$ cat config.mk
export PLATFORM = sky130hd
export DESIGN_NAME = dmem_responder
export DESIGN_NICKNAME = d
export VERILOG_FILES = /design/src/rtl/dmem_responder.sv
export SDC_FILE = /design/constraint.sdc
export NUM_CORES = 2
export LEC_CHECK = 0
export BUFFER_PORTS_ARGS = -buffer_cell sky130_fd_sc_hd__buf_2
export CAP_MARGIN = 15
export CELL_PAD_IN_SITES_DETAIL_PLACEMENT = 1
export CELL_PAD_IN_SITES_GLOBAL_PLACEMENT = 1
export CORE_UTILIZATION = 30
export DETAILED_ROUTE_END_ITERATION = 12
export GPL_TIMING_DRIVEN = 0
export PLACE_DENSITY_LB_ADDON = 0.1
export SETUP_SLACK_MARGIN = 0.5
export SLEW_MARGIN = 20
export SYNTH_ARGS = -nofsm -noshare
export SYNTH_HDL_FRONTEND = slang
export SYNTH_SLANG_ARGS = --single-unit
$ cat constraint.sdc
create_clock -name clk -period 12.1 [get_ports clk]
set_clock_uncertainty 0.15 [all_clocks]
set_input_delay 1.21 -clock clk [delete_from_list [all_inputs] [get_ports clk]]
set_output_delay 1.21 -clock clk [all_outputs]
set_load 0.03 [all_outputs]
$ cat src/rtl/dmem_responder.sv
// Data-memory responder for the 64-bit pipelined MIPS core.
// Doubleword-organised storage that is zeroed by a sequencer after reset,
// answers combinational loads and registered stores. It also enforces
// store alignment, keeps a sticky error flag and a saturating store counter,
// and exposes a debug read port.
module dmem_responder #(
    parameter int N  = 64,
    parameter int AW = 6
) (
    input  logic          clk,
    input  logic          reset,
    input  logic [N-1:0]  dataadr,
    input  logic [N-1:0]  writedata,
    input  logic [1:0]    memwriteM,
    input  logic          dtype,
    output logic [N-1:0]  readdata,
    output logic          ready,
    output logic          err,
    output logic [15:0]   storecnt,
    input  logic [AW-1:0] dbgadr,
    output logic [N-1:0]  dbgdata
);

    typedef enum logic [0:0] {
        ST_CLEAR = 1'b0,
        ST_READY = 1'b1
    } state_t;

    localparam int DEPTH = 2 ** AW;

    state_t          state_r;
    state_t          state_s;
    logic [AW-1:0]   clr_idx_r;
    logic            ready_r;
    logic            err_r;
    logic [15:0]     storecnt_r;
    logic [N-1:0]    mem_r [DEPTH];

    logic [AW-1:0]   idx_s;
    logic [N-1:0]    rd_word_s;
    logic            dw_ok_s;
    logic            wd_ok_s;
    logic            commit_s;
    logic            bad_s;
    logic            wr_dw_s;
    logic            wr_lo_s;
    logic            wr_hi_s;
    logic            unused_s;

    // Address bits above the array span only alias; fold them so they are consumed.
    assign unused_s = ^dataadr[N-1:AW+3];

    // Decode the core access: index, alignment and the resulting store decision.
    always_comb begin
        idx_s     = dataadr[AW+2:3];
        rd_word_s = mem_r[idx_s];
        dw_ok_s   = (memwriteM == 2'b11) && (dataadr[2:0] == 3'b000);
        wd_ok_s   = (memwriteM == 2'b01) && (dataadr[1:0] == 2'b00);
        if (state_r == ST_READY) begin
            commit_s = dw_ok_s || wd_ok_s;
            bad_s    = (memwriteM != 2'b00) && !(dw_ok_s || wd_ok_s);
        end else begin
            // Stores during the clear sweep are silently ignored.
            commit_s = 1'b0;
            bad_s    = 1'b0;
        end
        wr_dw_s = commit_s && dw_ok_s;
        wr_lo_s = commit_s && wd_ok_s && !dataadr[2];
        wr_hi_s = commit_s && wd_ok_s && dataadr[2];
    end

    // State register: CLEAR after reset, READY once the sweep finishes.
    always_ff @(posedge clk or negedge reset) begin
        if (!reset) begin
            state_r <= ST_CLEAR;
        end else begin
            state_r <= state_s;
        end
    end

    // Next-state logic: leave CLEAR on the edge that writes the last entry.
    always_comb begin
        state_s = state_r;
        case (state_r)
            ST_CLEAR: begin
                if (clr_idx_r == {AW{1'b1}}) begin
                    state_s = ST_READY;
                end else begin
                    state_s = ST_CLEAR;
                end
            end
            ST_READY: state_s = ST_READY;
            default:  state_s = ST_CLEAR;
        endcase
    end

    // Output logic: combinational load and debug data, forced to zero while clearing.
    always_comb begin
        readdata = {N{1'b0}};
        dbgdata  = {N{1'b0}};
        case (state_r)
            ST_READY: begin
                dbgdata = mem_r[dbgadr];
                if (dtype) begin
                    readdata = rd_word_s;
                end else if (dataadr[2]) begin
                    readdata = {32'h0000_0000, rd_word_s[63:32]};
                end else begin
                    readdata = {32'h0000_0000, rd_word_s[31:0]};
                end
            end
            ST_CLEAR: begin
                readdata = {N{1'b0}};
                dbgdata  = {N{1'b0}};
            end
            default: begin
                readdata = {N{1'b0}};
                dbgdata  = {N{1'b0}};
            end
        endcase
    end

    // Clear index, registered ready flag, sticky error and saturating store count.
    always_ff @(posedge clk or negedge reset) begin
        if (!reset) begin
            clr_idx_r  <= {AW{1'b0}};
            ready_r    <= 1'b0;
            err_r      <= 1'b0;
            storecnt_r <= 16'h0000;
        end else begin
            ready_r <= (state_s == ST_READY);
            if (state_r == ST_CLEAR) begin
                clr_idx_r <= clr_idx_r + AW'(1'b1);
            end
            if (bad_s) begin
                err_r <= 1'b1;
            end
            if (commit_s && (storecnt_r != 16'hFFFF)) begin
                storecnt_r <= storecnt_r + 16'h0001;
            end
        end
    end

    // Storage array: zero sweep during CLEAR, lane-selective stores in READY.
    always_ff @(posedge clk) begin
        if (state_r == ST_CLEAR) begin
            mem_r[clr_idx_r] <= {N{1'b0}};
        end else if (wr_dw_s) begin
            mem_r[idx_s] <= writedata;
        end else if (wr_lo_s) begin
            mem_r[idx_s][31:0] <= writedata[31:0];
        end else if (wr_hi_s) begin
            mem_r[idx_s][63:32] <= writedata[31:0];
        end
    end

    assign ready    = ready_r;
    assign err      = err_r;
    assign storecnt = storecnt_r;

endmodule

**Word level (Yosys, flattened, before mapping)**

Memory sizes are Yosys's and may differ from the RTL's.
Cells that the tools add are included.

- Add/sub/neg operators: 2
- $mul: 0
- Divide/modulo/power cells: 0
- $lt $le $gt $ge: 0
- Equal/unequal tests: 4
- Shift operators: 0
- Multiplexer cells: 26
- Bitwise gates (word level): 3
- Reduce and logical (&&, ||, !) cells: 15

Operator list:

| cell | count |
|---|---|
| $pmux 64 s2 | 2 |
| $mux 64 | 2 |
| $mux 32 | 3 |
| $reduce_or 64->1 | 1 |
| $add 16x1->16 const B | 1 |
| $mux 1 | 16 |
| $ne 16x16->1 const B | 1 |
| $logic_and 1x1->1 | 8 |
| $add 6x1->6 const B | 1 |
| $eq 6x6->1 const B | 1 |
| $mux 6 | 1 |
| $logic_not 3->1 | 1 |
| $eq 2x1->1 const B | 1 |
| $eq 2x2->1 const B | 1 |
| $logic_not 1->1 | 2 |
| $logic_not 2->1 | 1 |
| $mux 2 | 1 |
| $or 1x1->1 | 2 |
| $pmux 1 s2 | 1 |
| $reduce_bool 2->1 | 1 |
| $logic_or 1x1->1 | 1 |
| $not 1->1 | 1 |

- Register bits: 24
- Bits in latches: 0
- RAM bits: 4096
- Memory bits (read-only): 0
- Bits of input ports: 139
- Output and inout port bits: 146
- Word-level logic and storage cells: 55
- Memories kept: 1

Memories:

| memory | words | bits a word | rd ports | clocked after memory_dff | write ports | RTL line | text |
|---|---|---|---|---|---|---|---|
| mem_r | 64 | 64 | 2 | 0 | 1 | 37 | `logic [N-1:0] mem_r [DEPTH];` |

**Longest topological paths before layout**

- Depth in word-level cells: 14
- Mapped depth: 13
- Gate-level depth less buffers: 6

**Least setup slack after synthesis**

No wires, ideal clock.

- Path type: input to output
- Start point: input dbgadr[0]
- End point: output dbgdata[10]
- Data arrival time: 3.558 ns
- Data required time: 10.740 ns
- Slack: 7.182 ns
- Stages on the path: 7
- Buffers on the path: 3
- Cells stage by stage: buf_2 -> buf_2 -> buf_1 -> mux4_2 -> mux4_2 -> a22oi_1 -> o221ai_1

- Word-level cells in the longest chain between the ends: 2

Ends and longest elaborated chain:

| what | RTL line | text |
|---|---|---|
| from (decl) | 20 | `input logic [AW-1:0] dbgadr,` |
| $mem_v2 64x64 | -- |  |
| $pmux 64 s2 | 101 | `case (state_r)` |
| to (decl) | 21 | `output logic [N-1:0] dbgdata` |

Every way passes these cells.

**Worst setup path after layout**

- Start point: input dataadr[4]
- End point: output readdata[39]

- Word-level cells in the longest chain between the ends: 3

Ends and longest elaborated chain:

| what | RTL line | text |
|---|---|---|
| from (decl) | 12 | `input logic [N-1:0] dataadr,` |
| $mem_v2 64x64 | -- |  |
| $mux 64 | 104 | `if (dtype) begin` |
| $pmux 64 s2 | 101 |  |
| to (decl) | 16 | `output logic [N-1:0] readdata,` |

Every way passes these cells.

==> metrics <==
status=finished, violations left; failing checks=max-capacitance violations, max-slew violations; dpl cell area=215,500 um2; RSZ-0062 raised after global routing=no; chip width=799.6 um; WP data arrival=8130 ps; commonest non-fill, non-tap cells in the layout=edfxtp_1, mux4_2, mux2i_1, clkbuf_16, a22oi_1; fin crit share=78.43%; Netlist cell types=68; Reg clk slew, reported paths=60 ps; Hold Path Class=input pin to async pin; filler instances=between 60,000 and 70,000; row cnt=292; slew margin rel.=-1.170%; Tmin final=9490 ps; leakage power total=62.98 nW; mux cell area share after synthesis=27.78%; max cap viols=1; Seq/Total Area, Yosys=64.76%; first-pass GRT wire length=between 1,000,000 and 1,500,000 um; core region area=around 630,000 um2; Post-CTS Repair Setup Buffers=0; Residual DRC=0; Pins Over Slew Limit=7; First-pass DRT Iterations=8; Final Setup Violations=0; main combinational cell family by area after synthesis=multiplexers; endpoint class of the critical path=output port; Setup TNS=0 ps; XOR/XNOR Fraction of Synth Area=less than 1%; Die Area=around 640,000 um2; worst skew pair latency=1080 ps; Initial Utilization=30.15%; Adder-Cell Fraction of Synth Area=less than 1%; post-synthesis register bit count=4,120; worst setup margin=2610 ps; Post-CTS Resized=0; WL per Instance=around 54 um; Avg Cell Area, Syn=20.32 um2; PwrDens=139.7 nW/um2; TritonCTS buffer count=474; Cell Chain, Critical Path=buf_4 -> buf_2 -> buf_2 -> buf_4 -> buf_4 -> mux4_2 -> a22oi_1 -> nand4_1 -> a31oi_1 -> nor2_1 -> buf_2; final hold vios=0; TritonCTS clock tree=done; post-synthesis cell area=190,900 um2; Final Wtd Congestion=0.9847; CTS sink cnt=4,120; Primary FF master, synth=edfxtp_1; Area Overhead vs Synth=21.31%; Place WS=2383 ps; post-DP HPWL=approximately 820,000 um; Worst EP required=10,740 ps; I/O pin cnt=around 290; vias in the first global route=118,324; commonest non-fill, non-tap cell in the layout=edfxtp_1; critical path type=input pin to output port; Max Buffers Root-to-Sink=4; Port Buffers=222; crit path max fanout=11; largest net degree at the start of global routing=65; crit path max-delay cell type=a31oi_1; Syn Nets=9,533; cts hold-fix bufs=0; worst slew pin tran=~1500 ps; compound-cell area share of the yosys netlist=about 3.5%; VDD IR max=between 0.0001 and 0.00015 V; GRT Overall Usage=32.57%; critical path launch point type=input pin; max incr delay on CP=1170 ps; final antenna-violating net count=0; Root Buffer=clkbuf_16; vias per cell=around 6.3; FFs w/ async S/R, synth=less than 1%; nets=~11,000; Routed WL=1,062,000 um; Chip Height=799.6 um; Post-synth EDFFs=4,096; grt ovf=0; Synth Warn #=0; final std cell area, no fill=~230,000 um2; share of layout cells above drive strength 1=38.72%; vias post-DR=about 120k; H-Tree Depth=5; Pwr Total=roughly 0.032 W; Simple-Gate Fraction of Synth Area=1.686%; Peak Freq=105.4 MHz; DR iter-0 viols=just over 20,000; initial antenna violation count=232; Mapped Cells=9,392
[stage by stage]
| stage | util (%) | std cells | hold slack (ps) |
|---|---|---|---|
| 2_1_floorplan | - | 9392 | 365.5 |
| 3_3_place_gp | 31.98 | 17993 | 317.9 |
| 3_5_place_dp | 34.04 | 18465 | 310.1 |
| 4_1_cts | 36.48 | 19345 | 58.15 |
| 5_1_grt | 36.54 | 19439 | 135.6 |
| 6_report | 36.57 | 19526 | 131.0 |
[sequential cells by signal, summed over array words and instances (netlist names)]
signal	cells
clr_idx_r	6
err	1
mem_r	4096
ready	1
storecnt	16
[logic make-up after synthesis]
| kind of cell | after synthesis |
|---|---|
| xor+xnor | 20 |
| buf+inv | 882 |
| compound gates | 908 |
| mux | 2777 |
| flops | 4120 |
| simple gates | 683 |
| fa+ha+maj | 2 |
[synth_stat cells (all sizes together), types with 29 or more instances]
cell type | n | area [um2]
o22ai | 80 | 500.5
mux2i | 733 | 7337
clkbuf | 371 | 1400
o221ai | 63 | 551.8
a21oi | 69 | 345.3
a221oi | 35 | 306.5
buf | 376 | 2192
nand3 | 148 | 740.7
a22oi | 459 | 3446
and2 | 38 | 237.7
inv | 133 | 499.2
mux2 | 31 | 349.1
nand2 | 178 | 668.1
a31oi | 43 | 269.0
edfxtp | 4096 | 123000
nand4 | 29 | 181.4
mux4 | 2013 | 45340
a22o | 41 | 359.1
nor2 | 192 | 720.7
[layer usage]
metal	wire [um]	global-route usage (%)	vias to the layer above	part of all wire (%)
li1	-	-	43764	-
met2	470900	48.82	8521	44
met4	61830	16.79	36	5.8
met5	253	0	-	0.024
met3	118100	10.16	1542	11
met1	411300	42.57	69419	39
[final cells by class]
| class | instances | area, um2 | share of cell area [%] |
|---|---|---|---|
| Inverter | 135 | 506.7 | 0.2189 |
| Antenna cell | 177 | 442.9 | 0.1913 |
| Multi-Input combinational cell | 4390 | 65100 | 28.12 |
| Timing Repair Buffer | 698 | 12000 | 5.184 |
| Clock inverter | 305 | 3014 | 1.302 |
| Sequential cell | 4120 | 123600 | 53.38 |
| Buffer | 747 | 3966 | 1.713 |
| Clock buffer | 575 | 12420 | 5.363 |
| Tap cell | 8379 | 10480 | 4.528 |
[power by group]
part | switching [W] | internal [W]
Clock | 0.00633 | 0.00840
Sequential | 0 | 0.0154
Combinational | 0.00161 | 0.000560
[path summary, 6_finish.rpt]
check	start	end	slack, ps	cells after the start
setup / recovery	dataadr[4]	readdata[39]	2610	11
hold / removal	reset	storecnt[11]$_DFFE_PN0P_	130	1
setup reg to reg	ready$_DFF_PN0_	mem_r[58][50]$_DFFE_PP_	5610	8
hold reg to reg	err$_DFFE_PN0P_	err$_DFFE_PN0P_	340	1
max in group asynchronous	reset	clr_idx_r[0]$_DFFE_PN0N_	11030	1
min in group clk	err$_DFFE_PN0P_	err$_DFFE_PN0P_	340	1
[critical path: cells and delay by family]
family | cells | cell delay [ps]
AO/OA/AOI/OAI | 2 | 1900
AND/OR/NAND/NOR | 2 | 1160
multiplexers | 1 | 420
buffers and inverters | 6 | 3170
Power figures use the tool's default switching activity.
